$ cat src/rtl/pic_icsp_tx.sv
// ICSP serial engine: shifts a 6-bit command out on PGC/PGD, optionally
// followed by a 16-slot data frame that is either driven or read back.
module pic_icsp_tx #(
  parameter int unsigned CLK_DIV = 4,
  parameter int unsigned GAP_CYC = 8
) (
  input  logic        clk_x,
  input  logic        rst_x,
  input  logic        cmd_valid,
  output logic        cmd_ready,
  input  logic [5:0]  cmd_code,
  input  logic        cmd_has_data,
  input  logic        cmd_is_read,
  input  logic [13:0] cmd_data,
  output logic        pgc,
  output logic        pgd_out,
  output logic        pgd_oe,
  input  logic        pgd_in,
  output logic        busy,
  output logic        done,
  output logic [13:0] rd_data,
  output logic        rd_valid
);

  localparam int unsigned SLOT_CYC = 2 * CLK_DIV;
  localparam int unsigned PW       = $clog2(SLOT_CYC);
  localparam int unsigned GW       = $clog2(GAP_CYC + 1);

  localparam logic [PW-1:0] PH_LAST  = PW'(SLOT_CYC - 1);
  localparam logic [PW-1:0] PH_HIGH  = PW'(CLK_DIV);
  localparam logic [GW-1:0] GAP_LAST = GW'(GAP_CYC - 1);

  typedef enum logic [2:0] {
    S_IDLE,
    S_CMD,
    S_GAP,
    S_DATA,
    S_FIN
  } state_e;

  state_e        state_q, state_d;
  logic [PW-1:0] phase_q, phase_d;
  logic [3:0]    slot_q, slot_d;
  logic [GW-1:0] gap_q, gap_d;
  logic [5:0]    code_q, code_d;
  logic          has_data_q, has_data_d;
  logic          is_read_q, is_read_d;
  logic [13:0]   data_q, data_d;
  logic [13:0]   shift_q, shift_d;
  logic [13:0]   rd_data_q, rd_data_d;

  logic          slot_end;
  logic [15:0]   frame;

  assign slot_end = (phase_q == PH_LAST);
  // Data frame as sent on the wire: start 0, payload LSB first, stop 0.
  assign frame    = {1'b0, data_q, 1'b0};
  assign rd_data  = rd_data_q;

  always_ff @(posedge clk_x or posedge rst_x) begin
    if (rst_x) begin
      state_q    <= S_IDLE;
      phase_q    <= '0;
      slot_q     <= '0;
      gap_q      <= '0;
      code_q     <= '0;
      has_data_q <= 1'b0;
      is_read_q  <= 1'b0;
      data_q     <= '0;
      shift_q    <= '0;
      rd_data_q  <= '0;
    end else begin
      state_q    <= state_d;
      phase_q    <= phase_d;
      slot_q     <= slot_d;
      gap_q      <= gap_d;
      code_q     <= code_d;
      has_data_q <= has_data_d;
      is_read_q  <= is_read_d;
      data_q     <= data_d;
      shift_q    <= shift_d;
      rd_data_q  <= rd_data_d;
    end
  end

  always_comb begin
    state_d    = state_q;
    phase_d    = phase_q;
    slot_d     = slot_q;
    gap_d      = gap_q;
    code_d     = code_q;
    has_data_d = has_data_q;
    is_read_d  = is_read_q;
    data_d     = data_q;
    shift_d    = shift_q;
    rd_data_d  = rd_data_q;

    case (state_q)
      S_IDLE: begin
        if (cmd_valid) begin
          code_d     = cmd_code;
          has_data_d = cmd_has_data;
          is_read_d  = cmd_is_read && cmd_has_data;
          data_d     = cmd_data;
          phase_d    = '0;
          slot_d     = '0;
          gap_d      = '0;
          state_d    = S_CMD;
        end
      end

      S_CMD: begin
        phase_d = phase_q + PW'(1);
        if (slot_end) begin
          phase_d = '0;
          if (slot_q == 4'd5) begin
            slot_d  = '0;
            gap_d   = '0;
            state_d = has_data_q ? S_GAP : S_FIN;
          end else begin
            slot_d = slot_q + 4'd1;
          end
        end
      end

      S_GAP: begin
        gap_d = gap_q + GW'(1);
        if (gap_q == GAP_LAST) begin
          state_d = S_DATA;
        end
      end

      S_DATA: begin
        phase_d = phase_q + PW'(1);
        // Sample in the last high cycle, just before the falling edge.
        if (is_read_q && slot_end && (slot_q >= 4'd1) && (slot_q <= 4'd14)) begin
          shift_d = {pgd_in, shift_q[13:1]};
        end
        if (slot_end) begin
          phase_d = '0;
          if (slot_q == 4'd15) begin
            slot_d  = '0;
            state_d = S_FIN;
            if (is_read_q) begin
              rd_data_d = shift_q;
            end
          end else begin
            slot_d = slot_q + 4'd1;
          end
        end
      end

      S_FIN: begin
        state_d = S_IDLE;
      end

      default: begin
        state_d = S_IDLE;
      end
    endcase
  end

  always_comb begin
    cmd_ready = 1'b0;
    pgc       = 1'b0;
    pgd_out   = 1'b0;
    pgd_oe    = 1'b0;
    busy      = 1'b0;
    done      = 1'b0;
    rd_valid  = 1'b0;

    case (state_q)
      S_IDLE: begin
        cmd_ready = 1'b1;
      end

      S_CMD: begin
        busy    = 1'b1;
        pgd_oe  = 1'b1;
        pgc     = (phase_q >= PH_HIGH);
        pgd_out = code_q[slot_q[2:0]];
      end

      S_GAP: begin
        busy   = 1'b1;
        pgd_oe = !is_read_q;
      end

      S_DATA: begin
        busy = 1'b1;
        pgc  = (phase_q >= PH_HIGH);
        if (!is_read_q) begin
          pgd_oe  = 1'b1;
          pgd_out = frame[slot_q];
        end
      end

      S_FIN: begin
        busy     = 1'b1;
        done     = 1'b1;
        rd_valid = is_read_q;
      end

      default: begin
        cmd_ready = 1'b0;
      end
    endcase
  end

endmodule

$ cat config.mk
export PLATFORM = sky130hd
export DESIGN_NAME = pic_icsp_tx
export DESIGN_NICKNAME = d
export VERILOG_FILES = /design/src/rtl/pic_icsp_tx.sv
export SDC_FILE = /design/constraint.sdc
export NUM_CORES = 1
export LEC_CHECK = 0
export CORE_MARGIN = 10
export CORE_UTILIZATION = 43
export CTS_BUF_LIST = sky130_fd_sc_hd__clkbuf_16
export DETAILED_ROUTE_END_ITERATION = 7
export PLACE_DENSITY = 0.65
export SLEW_MARGIN = 20
export SYNTH_ARGS = -nofsm -noshare
export SYNTH_HDL_FRONTEND = slang
export SYNTH_SLANG_ARGS = --single-unit
$ cat constraint.sdc
create_clock -name clk_x -period 3.1 [get_ports clk_x]
set_input_delay 0.775 -clock clk_x [delete_from_list [all_inputs] [get_ports clk_x]]
set_output_delay 0.775 -clock clk_x [all_outputs]
set_load 0.01 [all_outputs]
# --- Yosys cells after proc, flatten, opt, wreduce, memory -nomap -nowiden ---
# Cells that the tools add are included.
# W data, S select, Z words.
op_classes:
  addsub: 3
  multipliers: 0
  div: 0
  order_cmp: 5
  eq_ne: 14
  n_shift: 0
  muxes: 33
  n_bitwise: 0
  reduce_logical: 18
op_table:
  columns: ["op", "count"]
  rows:
  - ["$mux W4", 7]
  - ["$mux W3", 9]
  - ["$pmux W4 S3", 2]
  - ["$ne A2 B2 Y1 const B", 6]
  - ["$pmux W3 S4", 1]
  - ["$reduce_and A4 Y1", 3]
  - ["$mux W1", 9]
  - ["$add A4 B1 Y4 const B", 2]
  - ["$eq A4 B3 Y1 const B", 2]
  - ["$eq A3 B2 Y1 const B", 2]
  - ["$eq A3 B3 Y1 const B", 2]
  - ["$pmux W3 S2", 1]
  - ["$reduce_and A2 Y1", 3]
  - ["$reduce_and A6 Y1", 1]
  - ["$reduce_bool A3 Y1", 2]
  - ["$lt A4 B5 Y1 const B", 1]
  - ["$bmux W1 S4", 1]
  - ["$eq A4 B4 Y1 const B", 1]
  - ["$ge A4 B1 Y1 const B", 1]
  - ["$le A4 B4 Y1 const B", 1]
  - ["$logic_and A1 B1 Y1", 4]
  - ["$lt A3 B4 Y1 const B", 1]
  - ["$reduce_or A4 Y1", 1]
  - ["$add A3 B1 Y3 const B", 1]
  - ["9 further kinds", 9]
word_totals:
  ff_bits: 64
  latchBits: 0
  ram_bits: 0
  rom_bits: 0
  in_bits: 26
  out_inout_bits: 21
  elab_cells: 83
  n_memories: 0

# --- Depth between registers and ports, before layout ---
# Gate-level depths: netlist of the first run.
depth:
  word_depth: 5
  depth_mapped: 7
  mapped_depth_nobuf: 6

# --- Least setup slack after synthesis of the first run ---
# No wires, ideal clock.
synth_path:
  path_type: "register to output"
  start: "reg slot_q[0]"
  end: "out pgd_out"
  arrival_ns: 1.550
  t_required_ns: 2.325
  path_slack_ns: 0.775
  path_stages_with_launch: 6
  path_buffers: 1
  path_cell_list: "dfrtp_1 > buf_2 > mux4_2 > nor3b_1 > a21oi_1 > a22o_1"
synth_between:
  elab_chain_cells: 4
  word_cells_on_any_way: 6
  classes_between: "mux: 6"
synth_lines:
  columns: ["item", "line_no", "rtl"]
  rows:
  - ["start, declared", "43", "logic [3:0] slot_q, slot_d;"]
  - ["start signal, assigned", "75", "slot_q <= slot_d;"]
  - ["$bmux W1 S4", "194", "pgd_out = frame[slot_q];"]
  - ["$mux W1 (implied by the code)", "194", null]
  - ["$mux W1", "192", "if (!is_read_q) begin"]
  - ["$pmux W1 S2 *", "172", "case (state_q)"]
  - ["end, declared", "16", "output logic pgd_out,"]
# Mark *: on every way between the ends. The rest lies on a longest branch, timed or not. The select of a mux whose other input is x is not followed.

# --- Worst setup path in the final report of the first run ---
# Same ends and word-level chain as after synthesis.

==> results_dict.tcl, run 1 <==
set metrics [dict create \
    final_cell_mix "dfrtp_1 (63), clkdlybuf4s50_1 (46), mux2_2 (36)" \
    first_pass_iters 4 \
    ys.flop_type "dfrtp_1" \
    maxCapViolCount 0 \
    worst_ep_arrival_time_ns 2.22 \
    cp_max_fo 4 \
    grt_first_pass_wirelength_um 10500 \
    yosys.area.top_type_share_pct 53.3 \
    hold_violations 0 \
    worstMarginPinSlew_ns 0.740 \
    synth_fp_nets 268 \
    slew_headroom_pct 50.6 \
    cts_buffers 9 \
    finClkSkew_ns 0.00570 \
    cts_tree "done" \
    crit_buf_inv 1 \
    grt_max_degree 65 \
    num_io_pins 47 \
    ant_nets 0 \
    syn_to_final_growth_pct 30.6 \
    final_nets 323 \
    drt_wl_total_um 5970 \
    final_core_util_pct 57.8 \
    async_reset_ff_share_pct 100 \
    worstSetupPathType "flip-flop to output port" \
    fp.dieH_um 104 \
    dpl.hpwl_um 4180 \
    htreeDepth 3 \
    synth_area_leaders "dfrtp_1 (53%), mux2_2 (13%), mux2_1 (6.0%), ha_1 (2.9%), mux2i_1 (2.0%)" \
    fill_cells 592 \
    start_kind "flip-flop" \
    grt_overflow 0 \
    timing.final.crit_share_pct 96.5 \
    syn_area_per_cell_um2 12.8 \
    wl_per_cell_um 15.3 \
    rsz0062_at_grt "no" \
    portBuffers 46 \
    min_from "rd_data[12]" \
    setup_ws_ns 0.108 \
    min_path_type "flip-flop to flip-flop" \
    coreArea_mm2 0.00679 \
    crit_required_ns 2.32 \
    crit_family "multiplexers" \
    yosys_warnings 0 \
    die_area_mm2 0.0107 \
    vias 1995 \
    ctsLongestPathBuffers 2 \
    synth_cell_types 45 \
    tritoncts_num_sinks 64 \
    grt_pass1_vias 2161 \
    synth_edf_count 0 \
    drive_gt1_share_pct 23.7 \
    place_congestion 0.758 \
    worstSetupEndpointType "output port" \
    tns_ns 0 \
    ys_seq_elements 64 \
    powerDensity_mw_per_mm2 887 \
    fmax_mhz 334 \
    clock_latency_ns 0.32 \
    drc 0 \
    clk_pin_slew_worst_paths_ns 0.06 \
    ys_seq_area_share_pct 53.3 \
    netlist_instances 235 \
    period_minus_slack_ns 2.99 \
    root_buffer "clkbuf_16" \
    die_w_um 104 \
    cp_slowest_cell "mux4_2" \
    via_per_inst 5.10 \
    antenna_found_initial 0 \
    layout_commonest_cell "dfrtp_1" \
    cp_cell_sequence "mux4_2 -> nor3b_1 -> a21oi_1 -> a22o_1 -> clkdlybuf4s50_1" \
    setup_viol 0 \
    diodes 0 \
    slew_viol_final 0 \
    ir_drop_mv 0.433 \
    critPathLaunch "slot_q[0]" \
    std_cell_rows 30 \
    drt-initial-drc-count 72 \
    outcome "completed" \
    yosys.area.top_type "dfrtp_1" \
    cpPeakStageDelay_ns 0.51 \
    syn_area_mm2 0.00301 \
    p_leak_nw 1.75 \
    initial_utilization_pct 44.2 \
    regToRegStartpoint "state_q[0]" \
    dp_slack_ns 0.362 \
    postCtsHoldBufs 0 \
    grt_usage_pct 11.6 \
]
==> layer usage <==
layer | vias to the layer above | share of wire, % | track usage [%]
met5 | - | 0 | 0
li1 | 959 | - | -
met1 | 993 | 45 | 13.9
met3 | 9 | 4.2 | 3.78
met4 | 0 | 1.7 | 5.14
met2 | 34 | 49 | 18.6
==> power by group <==
group,switching (mW),internal [mW]
clock,0.360,0.614
sequential,0.168,1.07
combinational,0.582,0.690
total,1.11,2.37
==> repair_timing <==
action,in CTS,in global routing
gates resized for setup,1,0
setup endpoints to repair,1,1
buffers inserted,0,2
==> metrics by stage <==
| step | cells | area, um^2 | total power [mW] | hold slack (ns) |
|---|---|---|---|---|
| 5_1_grt | 391 | 3930 | 3.73 | 0.517 |
| 4_1_cts | 389 | 3910 | 3.51 | 0.489 |
| 2_1_floorplan | 235 | 3010 | 2.10 | 0.445 |
| 3_5_place_dp | 373 | 3620 | 2.52 | 0.477 |
| 6_report | 391 | 3930 | 3.48 | 0.481 |
| 3_3_place_gp | 373 | 3620 | 2.48 | 0.468 |
==> area by class of cell <==
cell class | count | area [um^2] | area share, %
clock buffers | 9 | 225 | 5.74
clock inverters | 7 | 65.1 | 1.66
inverters | 4 | 15.0 | 0.382
multi-input cells | 153 | 1320 | 33.7
flip-flops and latches | 64 | 1600 | 40.8
well taps | 96 | 120 | 3.06
repair buffers | 58 | 576 | 14.7
==> cells by family (layout without fill, tap and decap cells) <==
logic type,after synthesis,count (layout),share of synthesized area (%)
XOR/XNOR,1,1,0.291
AO/OA/AOI/OAI,35,35,8.45
AND/OR/NAND/NOR,50,50,9.16
multiplexers,60,60,23.0
adder cells (fa/ha/maj),7,7,2.91
buffers and inverters,18,78,2.91
flip-flops,64,64,53.3
==> flip-flops by register name (all words and copies together), names as in the netlist <==
name	cells
data_q	14
rd_data	14
shift_q	14
code_q	6
gap_q	4
slot_q	4
phase_q	3
state_q	3
has_data_q	1
is_read_q	1
==> cell usage after synthesis, drive strengths merged (2+ instances only) <==
cell    number
nor2        14
nor3b        3
nand4        2
dfrtp       64
o21ai       12
nand3        2
mux2i        6
nor3         4
clkbuf       5
o21bai       2
mux2        52
nand2       11
mux4         2
inv          4
a22o         5
a21oi        3
a211oi       2
ha           7
and2         2
o31ai        2
buf          9
nor4b        2
nor2b        3
nand3b       3
==> path summary, 6_finish.rpt <==
path	end	slack (ns)	depth (start not counted)
max in group asynchronous	slot_q[0]	1.98	3
max reg2reg	rd_data[8]	0.88	6
min in group asynchronous	data_q[8]	0.84	3
min reg2reg	rd_data[12]	0.48	1
min	rd_data[12]	0.48	1
max	pgd_out	0.11	5
No activity file was read; power rests on OpenSTA's default activity.
==> run 2, diff against run 1 <==
--- a/config.mk
+++ b/config.mk
@@ -11,2 +11,3 @@
 export DETAILED_ROUTE_END_ITERATION = 7
+export HOLD_SLACK_MARGIN = 0.03
 export PLACE_DENSITY = 0.65
==> constraint.sdc (replaced) <==
create_clock -name clk_x -period 3.1 [get_ports clk_x]
set_input_delay 0.62 -clock clk_x [delete_from_list [all_inputs] [get_ports clk_x]]
set_output_delay 0.62 -clock clk_x [all_outputs]
set_load 0.01 [all_outputs]
==> run 2 against run 1 <==
  * Critical path depth is the same
  * Design area shrank 0.64%
  * Non-clock buffer count is the same
  * Via count shrank 0.35%
  * Sequential power is essentially flat
  * Power shrank 2.9%
  * Routed wire length shrank 2.0%
  * Clock skew shrank 0.00070 ns
  * Fmax grew 1.6%
==> results_dict.tcl, run 2 (same netlist as run 1, synthesis figures left out) <==
set metrics [dict create \
    powerDensity_mw_per_mm2 867 \
    period_minus_slack_ns 2.94 \
    hold_violations 0 \
    slew_viol_final 0 \
    worstSetupEndpointType "output port" \
    rr_worst_depth 6 \
    drt_wl_total_um 5840 \
    coreArea_mm2 0.00679 \
    die_w_um 104 \
    timing.final.crit_share_pct 95.0 \
    htreeDepth 3 \
    cts_buffers 9 \
    fmax_mhz 340 \
    finalPower_mw 3.38 \
    start_kind "flip-flop" \
    std_cell_rows 30 \
    tritoncts_num_sinks 64 \
    ir_drop_mv 0.472 \
    diodes 0 \
    holdPathStages 1 \
    via_per_inst 5.08 \
    whs_ns 0.479 \
    cts_tree "done" \
    root_buffer "clkbuf_16" \
    initial_utilization_pct 44.2 \
    cp_max_fo 12 \
    tns_ns 0 \
    final_nets 323 \
    setup_viol 0 \
    worstSetupPathType "flip-flop to output port" \
    drc 0 \
    clock_latency_ns 0.32 \
    worst_ep_arrival_time_ns 2.32 \
    first_pass_iters 4 \
    drt-initial-drc-count 70 \
    clk_pin_slew_worst_paths_ns 0.05 \
    switching_power_mw 1.10 \
    worstMarginPinSlew_ns 0.647 \
    maxCapViolCount 0 \
    crit_required_ns 2.48 \
    fp.dieH_um 104 \
    min_path_type "flip-flop to flip-flop" \
    ant_nets 0 \
    p_int_mw 2.28 \
    pwr-share-seq_pct 36.9 \
    finClkSkew_ns 0.00501 \
    clockPowerShare_pct 26.3 \
    rsz0062_at_grt "no" \
    cp_cell_sequence "inv_1 -> a311o_1 -> o2111a_1 -> a22o_1 -> clkdlybuf4s50_1" \
    ctsLongestPathBuffers 2 \
    outcome "completed" \
    layout_commonest_cell "dfrtp_1" \
    grt_pass1_vias 2003 \
    drive_gt1_share_pct 23.7 \
    grt_max_degree 36 \
    p_leak_nw 1.74 \
    grt_usage_pct 11.0 \
    antenna_found_initial 0 \
    sw_frac_of_total_pct 32.6 \
    cp_slowest_cell "dfrtp_1" \
    cpPeakStageDelay_ns 0.56 \
    vias 1988 \
    portBuffers 46 \
    slew_headroom_pct 56.8 \
    final_cell_mix "dfrtp_1 (63), clkdlybuf4s50_1 (46), mux2_2 (36)" \
    grt_overflow 0 \
    wl_per_cell_um 14.9 \
    dpl.hpwl_um 4110 \
    grt_first_pass_wirelength_um 9800 \
    postCtsHoldBufs 0 \
    die_area_mm2 0.0107 \
    syn_to_final_growth_pct 29.8 \
    p_comb_share_pct 36.8 \
    num_io_pins 47 \
    place_congestion 0.773 \
]
run 2: layout make-up:
| type | instances | area [um^2] |
|---|---|---|
| fillers | 573 | 2890 |
| flip-flops and latches | 64 | 1600 |
| multi-input cells | 153 | 1320 |
| repair buffers | 58 | 576 |
| clock buffers | 9 | 225 |
| well taps | 96 | 120 |
| clock inverters | 7 | 40.0 |
| inverters | 4 | 15.0 |
run 2: timing repair:
action,in CTS,in global routing
setup buffers,0,4
gates resized for setup,1,0
setup endpoints to repair,1,1
run 2: power by group through the flow:
stage          combinational (mW)  clock (mW)  sequential [mW]
5_1_grt                      1.37       0.950             1.28
4_1_cts                      1.22       0.908             1.26
3_5_place_dp                 1.22           0             1.27
3_3_place_gp                 1.19           0             1.27
6_report                     1.24       0.888             1.25
2_1_floorplan               0.915           0             1.18
run 2: path summary, 6_finish.rpt:
kind | startpoint | endpoint | slack (ns)
hold reg to reg | rd_data[12] | rd_data[12] | 0.48
hold / removal | rd_data[12] | rd_data[12] | 0.48
min in group asynchronous | rst_x | rd_data[6] | 0.71
setup / recovery | slot_q[1] | pgd_out | 0.16
max in group asynchronous | rst_x | rd_data[8] | 1.78
setup reg to reg | slot_q[1] | state_q[0] | 0.97
run 2: critical path: cells and delay by family, from the launching register on:
kind	cells	cell delay (ns)
flops	1	0.56
compound gates	3	0.81
buf+inv	2	0.63
run 2: through the flow:
stage                     setup WS [ns]  utilization [%]  instance area, um^2  instances
after floorplan                   0.882                -                 3010        235
after global placement            0.356             53.1                 3600        371
after detailed placement          0.352             53.1                 3600        371
after CTS                         0.126             57.0                 3870        387
after global routing             0.0441             57.4                 3900        391
final                             0.156             57.4                 3900        391
run 2: per-layer routing:
layer	track usage [%]	wire length, um	vias up
li1	-	-	966
met1	13.3	2720	976
met2	17.2	2760	35
met3	3.41	259	11
met4	5.95	108	0
met5	0	0	-
==> run 3, diff against run 2 <==
DONT_BUFFER_PORTS = 1   (was not set)
PLACE_DENSITY = 0.57   (was 0.65)
==> run 3 against run 2 <==
  * Global-route usage is 0.13 points lower
  * Flip-flop and latch count did not move
  * First-iteration DRC count fell by 5.7%
  * Clock power shrank 3.5%
  * Worst setup slack improved by 0.25 ns
  * Utilization decreased by 8.0 points
  * Clock-buffer cell count did not move
  * Fmax up 9.1%
==> results_dict.tcl, run 3 (same netlist as run 1, synthesis figures left out) <==
set metrics [dict create \
    worst_ep_arrival_time_ns 2.08 \
    initial_utilization_pct 44.2 \
    tns_ns 0 \
    fmax_mhz 371 \
    std_cell_rows 30 \
    rr_worst_depth 5 \
    met1_length_um 2520 \
    drc 0 \
    period_minus_slack_ns 2.70 \
    clk_pin_slew_worst_paths_ns 0.05 \
    dpl.hpwl_um 4000 \
    worstSetupEndpointType "output port" \
    highest_layer "met4" \
    ctsLongestPathBuffers 2 \
    min_path_type "primary input to asynchronous set/reset pin" \
    ir_drop_mv 0.508 \
    diodes 0 \
    grt_pass1_vias 1798 \
    slew_viol_final 0 \
    worstMarginPinSlew_ns 0.869 \
    syn_to_final_growth_pct 11.8 \
    vias 1778 \
    cts_tree "done" \
    post_cts_buffers 0 \
    coreArea_mm2 0.00679 \
    final_nets 271 \
    placed_cells 323 \
    powerDensity_mw_per_mm2 937 \
    htreeDepth 3 \
    final_cell_mix "dfrtp_1 (64), mux2_2 (36), mux2_1 (16)" \
    drive_gt1_share_pct 25.6 \
    maxCapViolCount 0 \
    place_congestion 0.733 \
    setup_viol 0 \
    wl_per_cell_um 16.7 \
    die_w_um 104 \
    postCtsHoldBufs 0 \
    outcome "completed" \
    cts_buffers 9 \
    finClkSkew_ns 0.00417 \
    start_kind "flip-flop" \
    cpPeakStageDelay_ns 0.68 \
    cp_cell_sequence "mux4_2 -> nor3b_1 -> a21oi_1 -> a22o_1" \
    worstSetupPathType "flip-flop to output port" \
    finalPower_mw 3.15 \
    ant_nets 0 \
    tritoncts_num_sinks 64 \
    cts_resized 0 \
    grt_first_pass_wirelength_um 9560 \
    layout_commonest_cell "dfrtp_1" \
    cp_max_fo 12 \
    rsz0062_at_grt "no" \
    grt_overflow 0 \
    via_per_inst 5.26 \
    drt_wl_total_um 5640 \
    fp.dieH_um 104 \
    timing.final.crit_share_pct 87.0 \
    antenna_found_initial 0 \
    route.met3.wl_um 458 \
    first_pass_iters 4 \
    crit_required_ns 2.48 \
    cp_slowest_cell "dfrtp_1" \
    root_buffer "clkbuf_16" \
    clock_latency_ns 0.32 \
    slew_headroom_pct 42.0 \
    fill_cells 604 \
    grt_usage_pct 10.9 \
    portBuffers 0 \
    fin_cells 338 \
    p_leak_nw 1.53 \
    num_io_pins 47 \
    wl_met2_um 2600 \
    hold_violations 0 \
    grt_max_degree 53 \
    die_area_mm2 0.0107 \
    drt-initial-drc-count 66 \
]
run 3: through the flow:
stage               hold slack (ns)  utilization (%)  worst slack (ns)  instance area, um^2
global route                  0.402             49.4             0.268                 3360
detailed placement            0.472             45.7             0.717                 3100
finish                        0.341             49.4             0.403                 3360
floorplan                     0.445                -             0.882                 3010
CTS                           0.431             49.4             0.358                 3360
global placement              0.467             45.7             0.751                 3100
run 3: final timing paths:
path / start / end / slack (ns)
worst min register to register: shift_q[0] / shift_q[0] / 0.48
worst max register to register: state_q[0] / rd_data[6] / 0.80
worst max-delay path: slot_q[0] / pgd_out / 0.40
min in group clk_x: pgd_in / shift_q[13] / 0.44
max in group asynchronous: rst_x / state_q[0] / 2.13
worst min-delay path: rst_x / shift_q[4] / 0.34
run 3: power breakdown:
part,internal (mW),total [mW],switching [mW]
logic,0.511,0.995,0.484
clock network,0.523,0.857,0.333
registers,1.07,1.30,0.231
run 3: critical path: cells and delay by family (launching register included):
kind	cells	cell delay [ns]
multiplexers	1	0.57
flip-flops	1	0.68
AND/OR/NAND/NOR	1	0.19
AO/OA/AOI/OAI	2	0.33
run 3: layer usage:
layer	track usage [%]	vias to the layer above
met2	16.1	31
met4	4.33	0
met5	0	-
li1	-	854
met1	12.9	888
met3	5.89	5
run 3: final cells by class:
type | instances | area [um^2] | area share (%)
inverter | 4 | 16.3 | 0.484
clock inverter | 6 | 28.8 | 0.857
timing repair buffer | 6 | 45.0 | 1.34
multi-input combinational | 153 | 1320 | 39.4
sequential | 64 | 1600 | 47.7
tap | 96 | 120 | 3.58
clock buffer | 9 | 225 | 6.70
